$ cat src/rtl/ps2_pkg.sv
// Shared PS/2 mouse packet types for the transmit serializer and receive-side framer.
package ps2_pkg;

  localparam int unsigned PS2_BYTE_W   = 8;
  localparam int unsigned PS2_PKT_W    = 3 * PS2_BYTE_W;
  localparam int unsigned PS2_SYNC_BIT = 3;

  typedef enum logic [1:0] {
    IDLE  = 2'd0,
    BYTE1 = 2'd1,
    BYTE2 = 2'd2,
    BYTE3 = 2'd3
  } ps2_tx_state_t;

  // Byte 1 occupies the most significant bits so the struct matches the flat bus.
  typedef struct packed {
    logic [PS2_BYTE_W-1:0] b1;
    logic [PS2_BYTE_W-1:0] b2;
    logic [PS2_BYTE_W-1:0] b3;
  } ps2_pkt_t;

endpackage

$ cat src/rtl/ps2_pkt_buf.sv
// One-entry packet holding register with full flag; load wins over unload.
module ps2_pkt_buf
  import ps2_pkg::*;
(
  input  logic     clk,
  input  logic     resetn,
  input  logic     load_i,
  input  ps2_pkt_t data_i,
  input  logic     unload_i,
  output logic     full_o,
  output ps2_pkt_t data_o
);

  logic     full_q, full_d;
  ps2_pkt_t data_q, data_d;

  always_comb begin
    full_d = full_q;
    data_d = data_q;
    if (load_i) begin
      full_d = 1'b1;
      data_d = data_i;
    end else if (unload_i) begin
      full_d = 1'b0;
    end
  end

  always_ff @(posedge clk) begin
    if (!resetn) begin
      full_q <= 1'b0;
      data_q <= '0;
    end else begin
      full_q <= full_d;
      data_q <= data_d;
    end
  end

  assign full_o = full_q;
  assign data_o = data_q;

endmodule

$ cat src/rtl/ps2_packet_tx.sv
// PS/2 mouse packet serializer: 24-bit packets in, byte stream out (byte 1 first),
// with a one-packet holding buffer so consecutive packets stream without bubbles.
module ps2_packet_tx
  import ps2_pkg::*;
#(
  parameter bit          FORCE_SYNC = 1'b0,
  parameter int unsigned CNT_W      = 16
) (
  input  logic                  clk,
  input  logic                  resetn,
  input  logic [PS2_PKT_W-1:0]  pkt_data,
  input  logic                  pkt_valid,
  output logic                  pkt_ready,
  output logic [PS2_BYTE_W-1:0] out_byte,
  output logic                  out_valid,
  input  logic                  out_ready,
  output logic                  out_first,
  output logic                  out_last,
  output logic                  sync_err,
  output logic [CNT_W-1:0]      tx_count
);

  ps2_tx_state_t state_q, state_d;
  ps2_pkt_t      cur_q, cur_d;
  logic [CNT_W-1:0] cnt_q, cnt_d;
  logic          err_q, err_d;

  logic [PS2_BYTE_W-1:0] out_byte_q, out_byte_d;
  logic                  out_valid_q, out_valid_d;
  logic                  out_first_q, out_first_d;
  logic                  out_last_q, out_last_d;

  logic     buf_full, buf_load, buf_unload;
  ps2_pkt_t buf_data, in_pkt;
  logic     accept, sync_ok, good_acc, xfer;

  ps2_pkt_buf u_buf (
    .clk      (clk),
    .resetn   (resetn),
    .load_i   (buf_load),
    .data_i   (in_pkt),
    .unload_i (buf_unload),
    .full_o   (buf_full),
    .data_o   (buf_data)
  );

  assign pkt_ready = !buf_full && resetn;
  assign accept    = pkt_valid && pkt_ready;
  assign sync_ok   = FORCE_SYNC || pkt_data[2*PS2_BYTE_W + PS2_SYNC_BIT];
  assign good_acc  = accept && sync_ok;
  assign xfer      = out_valid_q && out_ready;

  // Incoming packet with the sync bit forced when configured to repair it.
  always_comb begin
    in_pkt = ps2_pkt_t'(pkt_data);
    if (FORCE_SYNC) in_pkt.b1[PS2_SYNC_BIT] = 1'b1;
  end

  always_comb begin
    state_d    = state_q;
    cur_d      = cur_q;
    cnt_d      = cnt_q;
    buf_load   = 1'b0;
    buf_unload = 1'b0;
    err_d      = accept && !sync_ok;

    case (state_q)
      IDLE: begin
        if (good_acc) begin
          cur_d   = in_pkt;
          state_d = BYTE1;
        end
      end
      BYTE1: begin
        buf_load = good_acc;
        if (xfer) state_d = BYTE2;
      end
      BYTE2: begin
        buf_load = good_acc;
        if (xfer) state_d = BYTE3;
      end
      BYTE3: begin
        if (xfer) begin
          cnt_d = cnt_q + CNT_W'(1);
          // Buffered packet has priority; buffer full implies no accept this cycle.
          if (buf_full) begin
            cur_d      = buf_data;
            buf_unload = 1'b1;
            state_d    = BYTE1;
          end else if (good_acc) begin
            cur_d   = in_pkt;
            state_d = BYTE1;
          end else begin
            state_d = IDLE;
          end
        end else begin
          buf_load = good_acc;
        end
      end
      default: state_d = IDLE;
    endcase

    // Output registers follow the next state so byte 1 appears the cycle after the load.
    out_valid_d = (state_d != IDLE);
    out_first_d = (state_d == BYTE1);
    out_last_d  = (state_d == BYTE3);
    case (state_d)
      BYTE1:   out_byte_d = cur_d.b1;
      BYTE2:   out_byte_d = cur_d.b2;
      BYTE3:   out_byte_d = cur_d.b3;
      default: out_byte_d = '0;
    endcase
  end

  always_ff @(posedge clk) begin
    if (!resetn) begin
      state_q     <= IDLE;
      cur_q       <= '0;
      cnt_q       <= '0;
      err_q       <= 1'b0;
      out_byte_q  <= '0;
      out_valid_q <= 1'b0;
      out_first_q <= 1'b0;
      out_last_q  <= 1'b0;
    end else begin
      state_q     <= state_d;
      cur_q       <= cur_d;
      cnt_q       <= cnt_d;
      err_q       <= err_d;
      out_byte_q  <= out_byte_d;
      out_valid_q <= out_valid_d;
      out_first_q <= out_first_d;
      out_last_q  <= out_last_d;
    end
  end

  assign out_byte  = out_byte_q;
  assign out_valid = out_valid_q;
  assign out_first = out_first_q;
  assign out_last  = out_last_q;
  assign sync_err  = err_q;
  assign tx_count  = cnt_q;

endmodule

$ cat config.mk
export PLATFORM = sky130hd
export DESIGN_NAME = ps2_packet_tx
export DESIGN_NICKNAME = d
export VERILOG_FILES = /design/src/rtl/ps2_pkg.sv /design/src/rtl/ps2_pkt_buf.sv /design/src/rtl/ps2_packet_tx.sv
export SDC_FILE = /design/constraint.sdc
export NUM_CORES = 1
export LEC_CHECK = 0
export BUFFER_PORTS_ARGS = -buffer_cell sky130_fd_sc_hd__buf_4
export CORE_UTILIZATION = 40
export CTS_CLUSTER_DIAMETER = 150
export CTS_CLUSTER_SIZE = 10
export DETAILED_ROUTE_END_ITERATION = 8
export PLACE_DENSITY = 0.62
export SYNTH_ARGS = -nofsm -noshare
export SYNTH_HDL_FRONTEND = slang
export SYNTH_SLANG_ARGS = --single-unit
$ cat constraint.sdc
create_clock -name clk -period 4.59 [get_ports clk]
set_clock_uncertainty 0.1 [all_clocks]
set_input_delay 0.6885 -clock clk [delete_from_list [all_inputs] [get_ports clk]]
set_output_delay 0.6885 -clock clk [all_outputs]
set_load 0.02 [all_outputs]
==> results.yml <==
finish:
  areaGrowthSynthToFinish_pct: 15.6
  num_antenna_cells: 0
  layout.cells.most_common: "sky130_fd_sc_hd__dfxtp_1"
  filler_cell_count: 986
  most-common-layout-cells: "79 x sky130_fd_sc_hd__dfxtp_1, 69 x sky130_fd_sc_hd__nor2_1, 58 x sky130_fd_sc_hd__buf_4"
  layout.nets: 532
  layout-drive-gt1-share_pct: 17.3
sta:
  report.final.slew_viol_count: 0
  min_period_over_period_pct: 67.3
  clock.fmax_mhz: 323
  rsz0062_at_grt: "false"
  worstMarginPinSlew_ps: 1040
  tns_ps: 0
  slew-limit-headroom_pct: 30.3
  setup_slack_ps: 1500
  report.final.setup_viol: 0
  min_period_ps: 3090
  report.final.hold_viol_count: 0
yosys:
  synthFlopType: "sky130_fd_sc_hd__dfxtp_1"
  synth_seq_cells: 79
  synth_largest_type_area_fraction_pct: 39.5
  most_area_hungry_cell_type_in_the_yosys_netlist: "sky130_fd_sc_hd__dfxtp_1"
  synth_area_leaders: "sky130_fd_sc_hd__dfxtp_1 39%, sky130_fd_sc_hd__nor2_1 6.5%, sky130_fd_sc_hd__mux2i_1 6.2%"
  synthCells: 466
  async_reset_ff_share_pct: 0
  ys_seq_area_share_pct: 39.5
  synth.avg_cell_area_sq_um: 8.60
  mappedNetlistNets: 499
  netlist_area_sq_mm: 0.00401
  yosysWarningCount: 0
  synth_edf_count: 0
  ys_types: 61
critical_path:
  slowest_delay_ps: 940
  timing.critical_path.from: "u_buf.full_o$_SDFFE_PN0P_"
  reg_to_reg_critical_path_endpoint: "out_byte[2]$_SDFF_PN0_"
  critical_path_class: "reg -> reg"
  cp_slowest_cell: "sky130_fd_sc_hd__dfxtp_1"
  critical_path.top_delay_family: "simple AND/OR/NAND/NOR gates"
  r2r_setup_slack_ps: 1500
  cp_cell_sequence: "nand4b_4 > a22oi_1 > nor2_1 > a311oi_1 > o31a_1"
  crit_path_dat_ps: 3240
  critPathCaptureType: "flip-flop"
  worstPathMaxFanout: 27
  cp_launch_type: "flip-flop"
  cp.buffers_inverters: 0
  r2r.worst_path.cells: 5
  worstPathRequired_ps: 4740
  worstReg2RegStart: "u_buf.full_o$_SDFFE_PN0P_"
min_path:
  hold_end: "tx_count[15]$_SDFFE_PN0P_"
  timing.hold.worst_path_depth: 2
  min_from: "tx_count[15]$_SDFFE_PN0P_"
  worstHoldPathType: "reg -> reg"
clocking:
  tritoncts.num_buffers: 9
  cts-root-to-sink-buffers: 2
  clock-root-buffer: "sky130_fd_sc_hd__clkbuf_8"
  cts.sinks: 79
  worstSkewPairLatency_ps: 360
  tritoncts: "built"
  h-tree-depth: 3
  clk_pin_slew_ps: 100
  post-cts-setup-buffers: 0
  cts_hold_buffers: 0
  post_cts.resized_instances: 0
die:
  design.core.area_sq_mm: 0.00973
  floorplan.die_area_sq_mm: 0.0104
  chipWidth_um: 102
  initial_utilization_pct: 41.2
  floorplan.die.height_um: 102
  ios: 57
  std_cell_rows: 36
pwr:
  leakagePower_nw: 1.97
  power_per_cell_area_mw_per_mm2: 289
  worst_supply_voltage_drop_on_vdd_v: 0.000162
placement:
  globalplace.congestion: 0.804
  io_buffers: 56
  placement.setup.worst_slack_ps: 1500
  detailedPlacementHpwl_mm: 6.80
route:
  routed-wl-met2_mm: 4.60
  via_per_inst: 5.65
  met3_length_um: 686
  routed-via-count: 3601
  drc_errors: 0
  route.top_layer_used: "met4"
  initial_drt_pass_iterations: 4
  drt_wl_total_mm: 10.5
  ant_nets: 0
  met1_length_mm: 4.93
  drt_first_iter_violations: 142
  drt-wirelength-per-cell_um: 16.5
grt:
  grt_pass1_vias: 3362
  grt_usage_pct: 20.9
  grt_pass1_wl_mm: 16.9
  pin_count_of_the_biggest_net_entering_global_routing: 66
  grt-ovfl-total: 0
  antenna_found_initial: 0
flow_run:
  cap_violations: 0
outcome:
  run_status: "finished clean"
[worst min-delay path, delay by kind of cell, from the launching register on]
kind | cells | cell delay [ps]
compound gates | 1 | 60
flops | 1 | 340
simple gates | 1 | 60
[Yosys cell counts, types with 3 or more instances]
library cell / number
sky130_fd_sc_hd__buf_2: 12
sky130_fd_sc_hd__o311ai_1: 3
sky130_fd_sc_hd__inv_1: 11
sky130_fd_sc_hd__nand3b_1: 4
sky130_fd_sc_hd__nor2_1: 69
sky130_fd_sc_hd__nor4_1: 3
sky130_fd_sc_hd__mux2i_1: 25
sky130_fd_sc_hd__o211ai_1: 11
sky130_fd_sc_hd__nor3_1: 7
sky130_fd_sc_hd__ha_1: 5
sky130_fd_sc_hd__nand3_1: 8
sky130_fd_sc_hd__a22o_1: 12
sky130_fd_sc_hd__o21a_1: 5
sky130_fd_sc_hd__and2_1: 9
sky130_fd_sc_hd__nand4_1: 4
sky130_fd_sc_hd__a311oi_1: 8
sky130_fd_sc_hd__nand4b_1: 5
sky130_fd_sc_hd__clkbuf_1: 19
sky130_fd_sc_hd__a21boi_0: 11
sky130_fd_sc_hd__a31oi_1: 15
sky130_fd_sc_hd__xnor2_1: 3
sky130_fd_sc_hd__xor2_1: 8
sky130_fd_sc_hd__o21ai_1: 11
sky130_fd_sc_hd__o211a_1: 3
sky130_fd_sc_hd__and3_1: 7
sky130_fd_sc_hd__o31a_1: 3
sky130_fd_sc_hd__dfxtp_1: 79
sky130_fd_sc_hd__or3_1: 3
sky130_fd_sc_hd__a211o_1: 7
sky130_fd_sc_hd__a21oi_1: 14
sky130_fd_sc_hd__nand2_1: 34
sky130_fd_sc_hd__o21ai_0: 7
[cell type report]
type / count / area [sq um] / area share (%)
repair buffers: 58 / 435 / 9.40
clock buffers: 10 / 138 / 2.97
inverters: 13 / 48.8 / 1.05
well taps: 133 / 166 / 3.59
clock inverters: 6 / 51.3 / 1.11
flip-flops and latches: 79 / 1580 / 34.1
multi-input cells: 338 / 2210 / 47.7
[power breakdown]
group,internal [mW],switching [mW]
registers,0.696,0.00879
clock network,0.218,0.279
logic,0.0512,0.0875
total,0.965,0.375
[metal layers]
layer	global-route usage [%]	vias to the layer above
li1	-	1748
met1	28.4	1692
met2	32.0	136
met3	4.10	25
met4	9.78	0
met5	0	-
[logic make-up (layout without fill, tap and decap cells)]
group,after synthesis,after routing,synth area share (%)
XOR/XNOR,11,11,2.40
flip-flops,79,79,39.5
buffers and inverters,49,87,5.34
adder cells (fa/ha/maj),5,5,1.56
AND/OR/NAND/NOR,171,171,21.7
AO/OA/AOI/OAI,125,125,23.0
multiplexers,26,26,6.53
[sequential cells by signal, summed over array words and instances, names as in the netlist]
| signal | cells |
|---|---|
| sync_err | 1 |
| out_last | 1 |
| cur_q | 24 |
| u_buf.full_o | 1 |
| out_valid | 1 |
| out_first | 1 |
| u_buf.data_o | 24 |
| state_q | 2 |
| tx_count | 16 |
| out_byte | 8 |
[worst max-delay path by stage]
stage / end / slack (ps) / cells after the start
floorplan: pkt_ready / 2170 / 5
global placement: out_byte[2]$_SDFF_PN0_ / 1540 / 5
detailed placement: u_buf.data_o[16]$_SDFFE_PN0P_ / 1500 / 6
CTS: out_byte[5]$_SDFF_PN0_ / 1530 / 7
global route: out_byte[5]$_SDFF_PN0_ / 1240 / 7
finish: out_byte[2]$_SDFF_PN0_ / 1500 / 5
[metrics by stage]
stage | hold WS [ps] | total power, mW | utilization, % | std cells | instance area [sq um]
CTS | 390 | 1.35 | 47.6 | 637 | 4630
global route | 415 | 1.40 | 47.6 | 637 | 4630
detailed placement | 377 | 0.857 | 45.7 | 621 | 4440
floorplan | 332 | 0.806 | - | 466 | 4010
global placement | 370 | 0.855 | 45.7 | 621 | 4440
finish | 389 | 1.34 | 47.6 | 637 | 4630
Power figures use the tool's default switching activity.
